**src/rtl/t_ff_bank_if.sv**
```systemverilog
// t_ff_bank bus: control, data and status of a T flip-flop bank.
// Master drives En/Mode/T/D; slave returns Q/Q_bar/Changed/Tc.
interface t_ff_bank_if #(
  parameter int WIDTH = 8
);
  logic             En;
  logic [1:0]       Mode;
  logic [WIDTH-1:0] T;
  logic [WIDTH-1:0] D;
  logic [WIDTH-1:0] Q;
  logic [WIDTH-1:0] Q_bar;
  logic             Changed;
  logic             Tc;

  modport master (
    output En,
    output Mode,
    output T,
    output D,
    input  Q,
    input  Q_bar,
    input  Changed,
    input  Tc
  );

  modport slave (
    input  En,
    input  Mode,
    input  T,
    input  D,
    output Q,
    output Q_bar,
    output Changed,
    output Tc
  );
endinterface

```
**src/rtl/t_ff_bank.sv**
```systemverilog
// WIDTH-bit bank of edge-triggered T flip-flops.
// Modes: toggle, up-count from T cells, parallel load, masked clear.
module t_ff_bank #(
  parameter int             WIDTH     = 8,
  parameter logic [WIDTH-1:0] RESET_VAL = '0
) (
  input logic        clk,
  input logic        rst,
  t_ff_bank_if.slave bus
);

  typedef enum logic [1:0] {
    MODE_TOGGLE = 2'b00,
    MODE_COUNT  = 2'b01,
    MODE_LOAD   = 2'b10,
    MODE_CLEAR  = 2'b11
  } mode_e;

  mode_e            mode;
  logic [WIDTH-1:0] q_q;
  logic [WIDTH-1:0] q_d;
  logic [WIDTH-1:0] cnt_tog;
  logic             changed_q;
  logic             changed_d;

  assign mode = mode_e'(bus.Mode);

  // Count-mode T inputs: each cell toggles when all lower cells are 1
  always_comb begin
    cnt_tog    = '0;
    cnt_tog[0] = bus.T[0];
    for (int i = 1; i < WIDTH; i++) begin
      cnt_tog[i] = cnt_tog[i-1] & q_q[i-1];
    end
  end

  // Next state by mode; mode/T/D are only looked at when enabled
  always_comb begin
    q_d       = q_q;
    changed_d = 1'b0;
    if (bus.En) begin
      case (mode)
        MODE_TOGGLE: q_d = q_q ^ bus.T;
        MODE_COUNT:  q_d = q_q ^ cnt_tog;
        MODE_LOAD:   q_d = bus.D;
        MODE_CLEAR:  q_d = q_q & ~bus.T;
        default:     q_d = q_q;
      endcase
      changed_d = (q_d != q_q);
    end
  end

  // State register with synchronous reset taking priority
  always_ff @(posedge clk) begin
    if (rst) begin
      q_q       <= RESET_VAL;
      changed_q <= 1'b0;
    end else begin
      q_q       <= q_d;
      changed_q <= changed_d;
    end
  end

  assign bus.Q       = q_q;
  assign bus.Q_bar   = ~q_q;
  assign bus.Changed = changed_q;
  assign bus.Tc      = (mode == MODE_COUNT) & bus.En
                     & bus.T[0] & (&q_q);

endmodule

```
**src/flat_wrapper.sv**
```systemverilog
// flat-port wrapper written by rule: the top's interface ports become plain ports
module t_ff_bank_flat 
#(
  parameter int             WIDTH     = 8,
  parameter logic [WIDTH-1:0] RESET_VAL = '0
)
  (clk, rst, bus_En, bus_Mode, bus_T, bus_D, bus_Q, bus_Q_bar, bus_Changed, bus_Tc);
  t_ff_bank_if #(.WIDTH(WIDTH)) bus_i ();
  input logic clk;
  input logic rst;
  input wire logic [$bits(bus_i.En)-1:0] bus_En;
  input wire logic [$bits(bus_i.Mode)-1:0] bus_Mode;
  input wire logic [$bits(bus_i.T)-1:0] bus_T;
  input wire logic [$bits(bus_i.D)-1:0] bus_D;
  output wire logic [$bits(bus_i.Q)-1:0] bus_Q;
  output wire logic [$bits(bus_i.Q_bar)-1:0] bus_Q_bar;
  output wire logic [$bits(bus_i.Changed)-1:0] bus_Changed;
  output wire logic [$bits(bus_i.Tc)-1:0] bus_Tc;
  assign bus_i.En = bus_En;
  assign bus_i.Mode = bus_Mode;
  assign bus_i.T = bus_T;
  assign bus_i.D = bus_D;
  assign bus_Q = bus_i.Q;
  assign bus_Q_bar = bus_i.Q_bar;
  assign bus_Changed = bus_i.Changed;
  assign bus_Tc = bus_i.Tc;
  t_ff_bank #(.WIDTH(WIDTH), .RESET_VAL(RESET_VAL)) u_core (.clk(clk), .rst(rst), .bus(bus_i));
endmodule
```
**config.mk**
```make
export PLATFORM = sky130hd
export DESIGN_NAME = t_ff_bank_flat
export DESIGN_NICKNAME = d
export VERILOG_FILES = /design/src/rtl/t_ff_bank_if.sv /design/src/rtl/t_ff_bank.sv /design/src/flat_wrapper.sv
export SDC_FILE = /design/constraint.sdc
export NUM_CORES = 1
export LEC_CHECK = 0
export ABC_AREA = 0
export CAP_MARGIN = 20
export CORE_MARGIN = 2
export CORE_UTILIZATION = 47
export DETAILED_ROUTE_END_ITERATION = 7
export PLACE_DENSITY = 0.85
export SLEW_MARGIN = 5
export SYNTH_ARGS = -nofsm -noshare
export SYNTH_HDL_FRONTEND = slang
export SYNTH_SLANG_ARGS = --single-unit
```
**constraint.sdc**
```tcl
create_clock -name clk -period 2.5 [get_ports clk]
set_input_delay 0.375 -clock clk [delete_from_list [all_inputs] [get_ports clk]]
set_output_delay 0.375 -clock clk [all_outputs]
set_load 0.01 [all_outputs]
```
After elaboration in Yosys (flattened, before gate mapping)
Cells that the tools add are included.
Storage, ports and cells
  bits in registers: 9
  input port bits: 21
  output and inout port bits: 18
  logic and storage cells: 27
Operators by class
  eq/ne operators: 4
  mux-type cells: 2
  bitwise operators: 16
  reduce and logical (&&, ||, !) cells: 3
Operators by type and width (count)
  $pmux W8 S4: 1
  $not A8 Y8: 2
  $xor A8 B8 Y8: 2
  $and A1 B1 Y1: 10
  $and A8 B8 Y8: 1
  $mux W8: 1
  $ne A8 B8 Y1: 1
  $reduce_and A8 Y1: 1
  $eq A2 B2 Y1 const B: 2
  $eq A2 B1 Y1 const B: 1
  $logic_not A2 Y1: 1
  $reduce_or A2 Y1: 1
  $not A1 Y1: 1

Longest topological paths before layout
Gate-level depths: netlist of run 1.
  depth after elaboration: 11
  depth in mapped cells: 8
  gate-level depth less buffers: 7

Least setup slack after synthesis of run 1
Ideal clock, no wire load.
  path kind: register -> register
  start: register u_core.q_q[0], in the netlist u_core.bus.Q[0]
  end: register u_core.q_q[5], in the netlist u_core.bus.Q[5]
  setup time: 0.103 ns
  arrival: 1.494 ns
  required time: 2.397 ns
  setup slack: 0.902 ns
  cell stages (with the launch flop): 6
  path buffers: 0
  path through: dfxtp_1 ha_1 nand4_1 o41ai_2 o21ai_1 a2111oi_2
Between the ends
  word-level cells in the longest chain between the ends: 8
RTL lines
  from (decl): RTL line t_ff_bank.sv:20  | logic [WIDTH-1:0] q_q;
  from (signal assigned): RTL line t_ff_bank.sv:59  | q_q <= q_d;
  $and A1 B1 Y1 (5 in a row): RTL line t_ff_bank.sv:33  | cnt_tog[i] = cnt_tog[i-1] & q_q[i-1];
  $xor A8 B8 Y8: RTL line t_ff_bank.sv:44  | MODE_COUNT: q_d = q_q ^ cnt_tog;
  $pmux W8 S4: RTL line t_ff_bank.sv:42  | case (mode)
  $mux W8: RTL line t_ff_bank.sv:41  | if (bus.En) begin
Every way passes these cells. The select of a mux whose other input is x is not followed.
A chain may end at the register's enable or synchronous reset.

Worst setup path after layout of run 1
  start: input bus_Mode[0]
  end: output bus_Tc
Between the ends
  word-level cells in the longest chain between the ends: 4
RTL lines
  from (decl): RTL line flat_wrapper.sv:12  | input wire logic [$bits(bus_i.Mode)-1:0] bus_Mode;
  $eq A2 B1 Y1: RTL line t_ff_bank.sv:67  | assign bus.Tc = (mode == MODE_COUNT) & bus.En
  $and A1 B1 Y1: RTL line t_ff_bank.sv:67
  $and A1 B1 Y1 (2 in a row): RTL line t_ff_bank.sv:68  | & bus.T[0] & (&q_q);
  to (decl): RTL line flat_wrapper.sv:18  | output wire logic [$bits(bus_i.Tc)-1:0] bus_Tc;
Every way passes these cells.

==> results of run 1 <==
-- layer usage --
| metal | part of all wire (%) | GRT usage [%] | vias up | routed length, um |
|---|---|---|---|---|
| li1 | - | - | 578 | - |
| met4 | 4.6 | 12.6 | 0 | 150 |
| met1 | 38 | 32.0 | 557 | 1240 |
| met5 | 0 | 0 | - | 0 |
| met2 | 48 | 45.6 | 95 | 1570 |
| met3 | 9.4 | 4.17 | 22 | 308 |
-- worst paths after layout --
| check | from | end | slack, ns |
|---|---|---|---|
| max | bus_Mode[0] | bus_Tc | 0.29 |
| min | u_core.bus.Q[6] | u_core.bus.Q[6] | 0.60 |
| max reg2reg | u_core.bus.Q[0] | u_core.bus.Q[5] | 0.62 |
| min reg2reg | u_core.bus.Q[6] | u_core.bus.Q[6] | 0.60 |
-- sequential cells by signal (all words and copies together), names as in the netlist --
name / cells
u_core.bus.Changed: 1
u_core.bus.Q: 8
-- kinds of logic (layout without fill, tap and decap cells) --
family / Yosys count / in the layout
AO/OA/AOI/OAI: 48 / 48
multiplexers: 5 / 5
AND/OR/NAND/NOR: 46 / 46
flip-flops: 9 / 9
XOR/XNOR: 2 / 2
adder cells (fa/ha/maj): 2 / 2
buffers and inverters: 24 / 61
-- stage by stage --
step	total power, mW	utilization [%]
floorplan	0.280	-
global placement	0.366	70.2
detailed placement	0.373	70.2
CTS	0.494	71.5
global route	0.517	71.5
finish	0.497	71.5
-- worst max-delay path: stages --
cell and delay [ns]:
clkdlybuf4s50_1 0.50, nand4_2 0.17, nor3_1 0.23, clkdlybuf4s50_1 0.57
-- power groups by stage --
stage	Combinational [mW]	Clock (mW)	Sequential [mW]
after floorplan	0.110	0	0.170
after global placement	0.191	0	0.174
after detailed placement	0.198	0	0.174
after CTS	0.200	0.123	0.171
after global routing	0.216	0.128	0.174
final	0.202	0.124	0.171
-- area by class of cell --
type | instances | area, sq um | area share [%]
sequential | 9 | 180 | 12.6
tap | 27 | 33.8 | 2.36
timing repair buffer | 42 | 410 | 28.7
clock buffer | 4 | 26.3 | 1.84
multi-input combinational | 103 | 724 | 50.6
inverter | 15 | 56.3 | 3.93
-- cells in the mapped netlist (3+ instances only) --
cell	number
nand4_1	3
mux2i_1	4
buf_2	4
nor2b_1	6
dfxtp_1	9
o211ai_1	5
and4_1	3
a21oi_1	8
nand2_1	8
nand2b_1	4
a31oi_1	3
buf_6	3
o31ai_1	3
nor3_1	6
o21ai_0	10
nor2_1	5
inv_1	13
==> reports/results.tsv, run 1 <==
stage	metric	value	unit
finish	antenna_cells	0	
timing	hold_viol_final	0	
floorplan	num_io_pins	39	
hold_path	hold_class	reg2reg	
routing	dr.pass1.iters	5	
clocking	htreeDepth	1	
timing	max_freq	0.453	GHz
timing	rsz0062_at_grt	no	
timing	slew_viol_final	0	
timing	min_period	2.21	ns
pwr	p_int	0.322	mW
worst_setup_path	crit_fanout	2	
global_route	grt_pass1_vias	1130	
timing	layout_setup_ws	0.291	ns
placement	placedCellCount	196	
clocking	ctsResizeCount	0	
placement	hpwl	2420	um
logic_synthesis	synth_ff_type	dfxtp_1	
clocking	clk_pin_slew_worst_paths	0.07	ns
floorplan	die_h	50.7	um
finish	drive_gt1_share	8.67	%
logic_synthesis	synth_top_area_cell	dfxtp_1	
worst_setup_path	worst_setup_path_start_kind	primary input	
finish	num-fill-cells	171	
routing	drc_errors	0	
logic_synthesis	syn_inst	136	
finish	layout_commonest_cell	clkdlybuf4s50_1	
floorplan	coreArea	0.00200	sq mm
finish	final_cells	200	
logic_synthesis	synth_top_family_by_area	compound AO/OA/AOI/OAI gates	
timing	tns	0	ns
timing	worstMarginPinSlew	0.432	ns
clocking	clockRootBuffer	clkbuf_4	
logic_synthesis	yosysTopAreaCellShare	17.6	%
floorplan	dieArea	0.00257	sq mm
clocking	numClockSinks	9	
global_route	grtUsageTotal	26.5	%
clocking	cts_tree	built	
logic_synthesis	synthMuxAreaShare	6.10	%
logic_synthesis	yosys.area_share.simple	26.8	%
logic_synthesis	async_flop_share	0	%
pwr	p_leak	0.551	nW
job	maxCapViolations	0	
worst_setup_path	rr_worst_depth	5	
pwr	ir_drop	271	uV
global_route	grt-ovfl-total	0	
finish	areaGrowthSynthToFinish	39.5	%
pwr	p_sw	0.175	mW
floorplan	rows	16	
logic_synthesis	netlist_area	0.00103	sq mm
pwr	p_per_area	347	mW/mm^2
placement	portBuffers	38	
pwr	clkPwrFrac	24.9	%
routing	routed_wl	3270	um
logic_synthesis	synth_xor_area_share	1.71	%
placement	placed_area	0.00141	sq mm
hold_path	worstHoldPathCells	2	
timing	finalCritPeriodShare	88.4	%
timing	skew	0.00322	ns
pwr	p_seq_share	34.5	%
routing	post_drt_wl_per_cell	16.4	um
clocking	cts-buffers-inserted	3	
clocking	clk_latency	0.27	ns
global_route	grt_first_pass_wirelength	5230	um
routing	drt_iter0_drc	69	
logic_synthesis	synthAdderAreaFrac	2.44	%
pwr	switching_share	35.3	%
global_route	grt_max_degree	30	
placement	gp_congestion	0.919	
logic_synthesis	synth_edf_count	0	
timing	setup_viol	0	
logic_synthesis	synth_cell_types	48	
timing	relSlewSlack	71.1	%
routing	routed_via_density	6.26	
logic_synthesis	syn_avg_cell_area	7.54	sq um
worst_setup_path	required	2.12	ns
finish	design_area	0.00143	sq mm
logic_synthesis	ys_seq_area_share	17.6	%
logic_synthesis	synth_compound_area_share	33.5	%
placement	pre_cts_ws	0.171	ns
routing	postRouteAntennaNets	0	
logic_synthesis	synth_nets	159	
floorplan	initial_utilization	51.2	%
run_status	outcome	finished, final reports clean	
clocking	cts_hold_buffers	0	
routing	vias	1252	
timing	hold_ws	0.597	ns
floorplan	die_x	50.7	um
global_route	antenna_found_initial	0	
clocking	clockBufferDepth	2	
worst_setup_path	crit_arrival	1.83	ns
logic_synthesis	ys_ff_latch	9	
pwr	p_comb_share	40.6	%
finish	layout_common_cells	38 x clkdlybuf4s50_1, 13 x inv_1, 10 x o21ai_0, 9 x dfxtp_1	
logic_synthesis	synth_top_cells_by_area	dfxtp_1 18%, o21ai_0 4.9%, inv_1 4.8%	
finish	nets	197	
worst_setup_path	worstSetupPathType	in2out	
worst_setup_path	end_kind	output port	
clocking	cts_setup_buffers	0	
logic_synthesis	ys_warn_count	0	
Note: power is estimated with default switching activity, not from simulation.
==> run 2: changes to the inputs <==
- CORE_UTILIZATION: 47 -> 49
- CTS_BUF_LIST: not set -> sky130_fd_sc_hd__clkbuf_8
- PLACE_DENSITY: 0.85 -> 0.88
==> run 2 against run 1 <==
- setup slack better by 0.029 ns
- clock skew barely moved
- critical path type unchanged
- clock power grew 44%
- highest routed layer unchanged
==> reports/results.tsv, run 2 (same netlist as run 1, synthesis figures left out) <==
stage	metric	value	unit	change
routing	routed_via_density	6.30		+0.56%
clocking	cts_setup_buffers	0		unchanged
routing	postRouteAntennaNets	0		unchanged
worst_setup_path	end_kind	output port		
worst_setup_path	r2r_end	u_core.bus.Q[5]		
placement	placedCellCount	196		unchanged
timing	relSlewSlack	72.2	%	+1.1 points
routing	drt_iter0_drc	92		+33%
placement	portBuffers	38		unchanged
pwr	p_per_area	383	mW/mm^2	+10%
routing	vias	1259		+0.56%
hold_path	holdPathEnd	u_core.bus.Q[6]		
job	maxCapViolations	0		unchanged
routing	drc_errors	0		unchanged
global_route	antenna_found_initial	0		unchanged
global_route	grt-ovfl-total	0		unchanged
floorplan	num_io_pins	39		unchanged
finish	utilization	73.9	%	+2.4 points
global_route	grt_max_degree	30		unchanged
hold_path	worstHoldPathCells	2		unchanged
floorplan	die_x	49.8	um	-1.9%
worst_setup_path	worstSetupPathType	in2out		
placement	gp_congestion	0.923		+0.45%
floorplan	initial_utilization	52.3	%	+1.0 points
clocking	cts_tree	built		
finish	drive_gt1_share	8.67	%	unchanged
finish	design_area	0.00145	sq mm	+1.3%
finish	num-fill-cells	160		-6.4%
floorplan	rows	16		unchanged
floorplan	dieArea	0.00248	sq mm	-3.7%
finish	largest_reg_flops	8		unchanged
finish	antenna_cells	0		unchanged
pwr	ir_drop	330	uV	+22%
routing	routed_wl	3380	um	+3.5%
worst_setup_path	rr_worst_depth	5		unchanged
timing	tns	0	ns	unchanged
hold_path	hold_class	reg2reg		
timing	setup_viol	0		unchanged
timing	worstMarginPinSlew	0.416	ns	-0.0159 ns
worst_setup_path	r2r_start	u_core.bus.Q[0]		
timing	finalCritPeriodShare	87.2	%	-1.2 points
timing	hold_viol_final	0		unchanged
worst_setup_path	worst_setup_path_start_kind	primary input		
timing	layout_setup_ws	0.320	ns	+0.0290 ns
timing	skew	0.00306	ns	-0.000153 ns
timing	min_period	2.18	ns	-0.0290 ns
clocking	clk_latency	0.24	ns	-0.03 ns
timing	slew_viol_final	0		unchanged
worst_setup_path	crit_fanout	2		unchanged
global_route	grtUsageTotal	30.5	%	+4.0 points
routing	dr.pass1.iters	4		-1
global_route	grt_pass1_vias	1256		+11%
timing	hold_ws	0.594	ns	-0.00312 ns
clocking	clk_pin_slew_worst_paths	0.05	ns	-0.02 ns
worst_setup_path	crit_arrival	1.81	ns	-0.02 ns
timing	rsz0062_at_grt	no		
placement	hpwl	2380	um	-1.4%
routing	post_drt_wl_per_cell	16.9	um	+3.5%
finish	areaGrowthSynthToFinish	41.3	%	
run_status	outcome	finished, final reports clean		
placement	placed_area	0.00141	sq mm	unchanged
finish	nets	197		unchanged
floorplan	coreArea	0.00196	sq mm	-2.0%
timing	max_freq	0.459	GHz	+1.3%
floorplan	die_h	49.8	um	-1.9%
clocking	ctsResizeCount	0		unchanged
clocking	clockRootBuffer	clkbuf_8		
pwr	finalPower	0.555	mW	+12%
worst_setup_path	rrSetupSlack	0.67	ns	+0.05 ns
clocking	clockBufferDepth	2		unchanged
finish	layout_common_cells	38 x clkdlybuf4s50_1, 14 x inv_1, 10 x o21ai_0, 9 x dfxtp_1		
clocking	htreeDepth	1		unchanged
hold_path	min_from	u_core.bus.Q[6]		
global_route	grt_first_pass_wirelength	5840	um	+12%
clocking	numClockSinks	9		unchanged
clocking	cts-buffers-inserted	3		unchanged
clocking	cts_hold_buffers	0		unchanged
placement	pre_cts_ws	0.183	ns	+0.0123 ns
worst_setup_path	crit_start	bus_Mode[0]		
finish	layout_commonest_cell	clkdlybuf4s50_1		
worst_setup_path	required	2.12	ns	about the same
finish	final_cells	200		unchanged
pwr	p_leak	0.563	nW	+2.2%
-- run 2: cell count changes in the layout (fill, tap and decap cells not counted), sizes merged --
cell,delta
inv,+1
clkbuf,-1
-- run 2: cell type report --
| cell class | count | area (sq um) | area share, % |
|---|---|---|---|
| Multi-Input combinational cell | 103 | 724 | 50.0 |
| Timing Repair Buffer | 42 | 410 | 28.3 |
| Sequential cell | 9 | 180 | 12.4 |
| Inverter | 15 | 56.3 | 3.88 |
| Clock buffer | 3 | 41.3 | 2.85 |
| Tap cell | 27 | 33.8 | 2.33 |
| Clock inverter | 1 | 3.75 | 0.259 |
-- run 2: power breakdown --
| group | total (mW) | internal (mW) | switching [mW] |
|---|---|---|---|
| Sequential | 0.172 | 0.153 | 0.0186 |
| Combinational | 0.204 | 0.107 | 0.0972 |
| Clock | 0.179 | 0.108 | 0.0709 |
| Total | 0.555 | 0.368 | 0.187 |
-- run 2: how the worst max path moves through the flow --
stage                            to  slack, ns  depth (start not counted)
floorplan           u_core.bus.Q[5]       0.90                          5
global placement    u_core.bus.Q[5]       0.28                          7
detailed placement  u_core.bus.Q[5]       0.18                          7
CTS                          bus_Tc       0.31                          4
global route        u_core.bus.Q[5]       0.26                          7
finish                       bus_Tc       0.32                          4
-- run 2: per-layer routing --
metal / wire (um) / global-route usage, % / vias to the layer above
met1: 1300 / 36.1 / 556
met2: 1600 / 52.2 / 93
met4: 143 / 12.5 / 0
met3: 339 / 7.58 / 30
met5: 0 / 0 / -
li1: - / - / 580
-- run 2: worst max-delay path: stages --
cell and delay, ns:
clkdlybuf4s50_1 0.51, nand4_2 0.14, nor3_1 0.22, clkdlybuf4s50_1 0.56
==> run 3: changes to the inputs <==
- CTS_CLUSTER_SIZE: not set -> 12
==> results of run 3 <==
Final layout, timing and power as in run 2 (identical DEF).
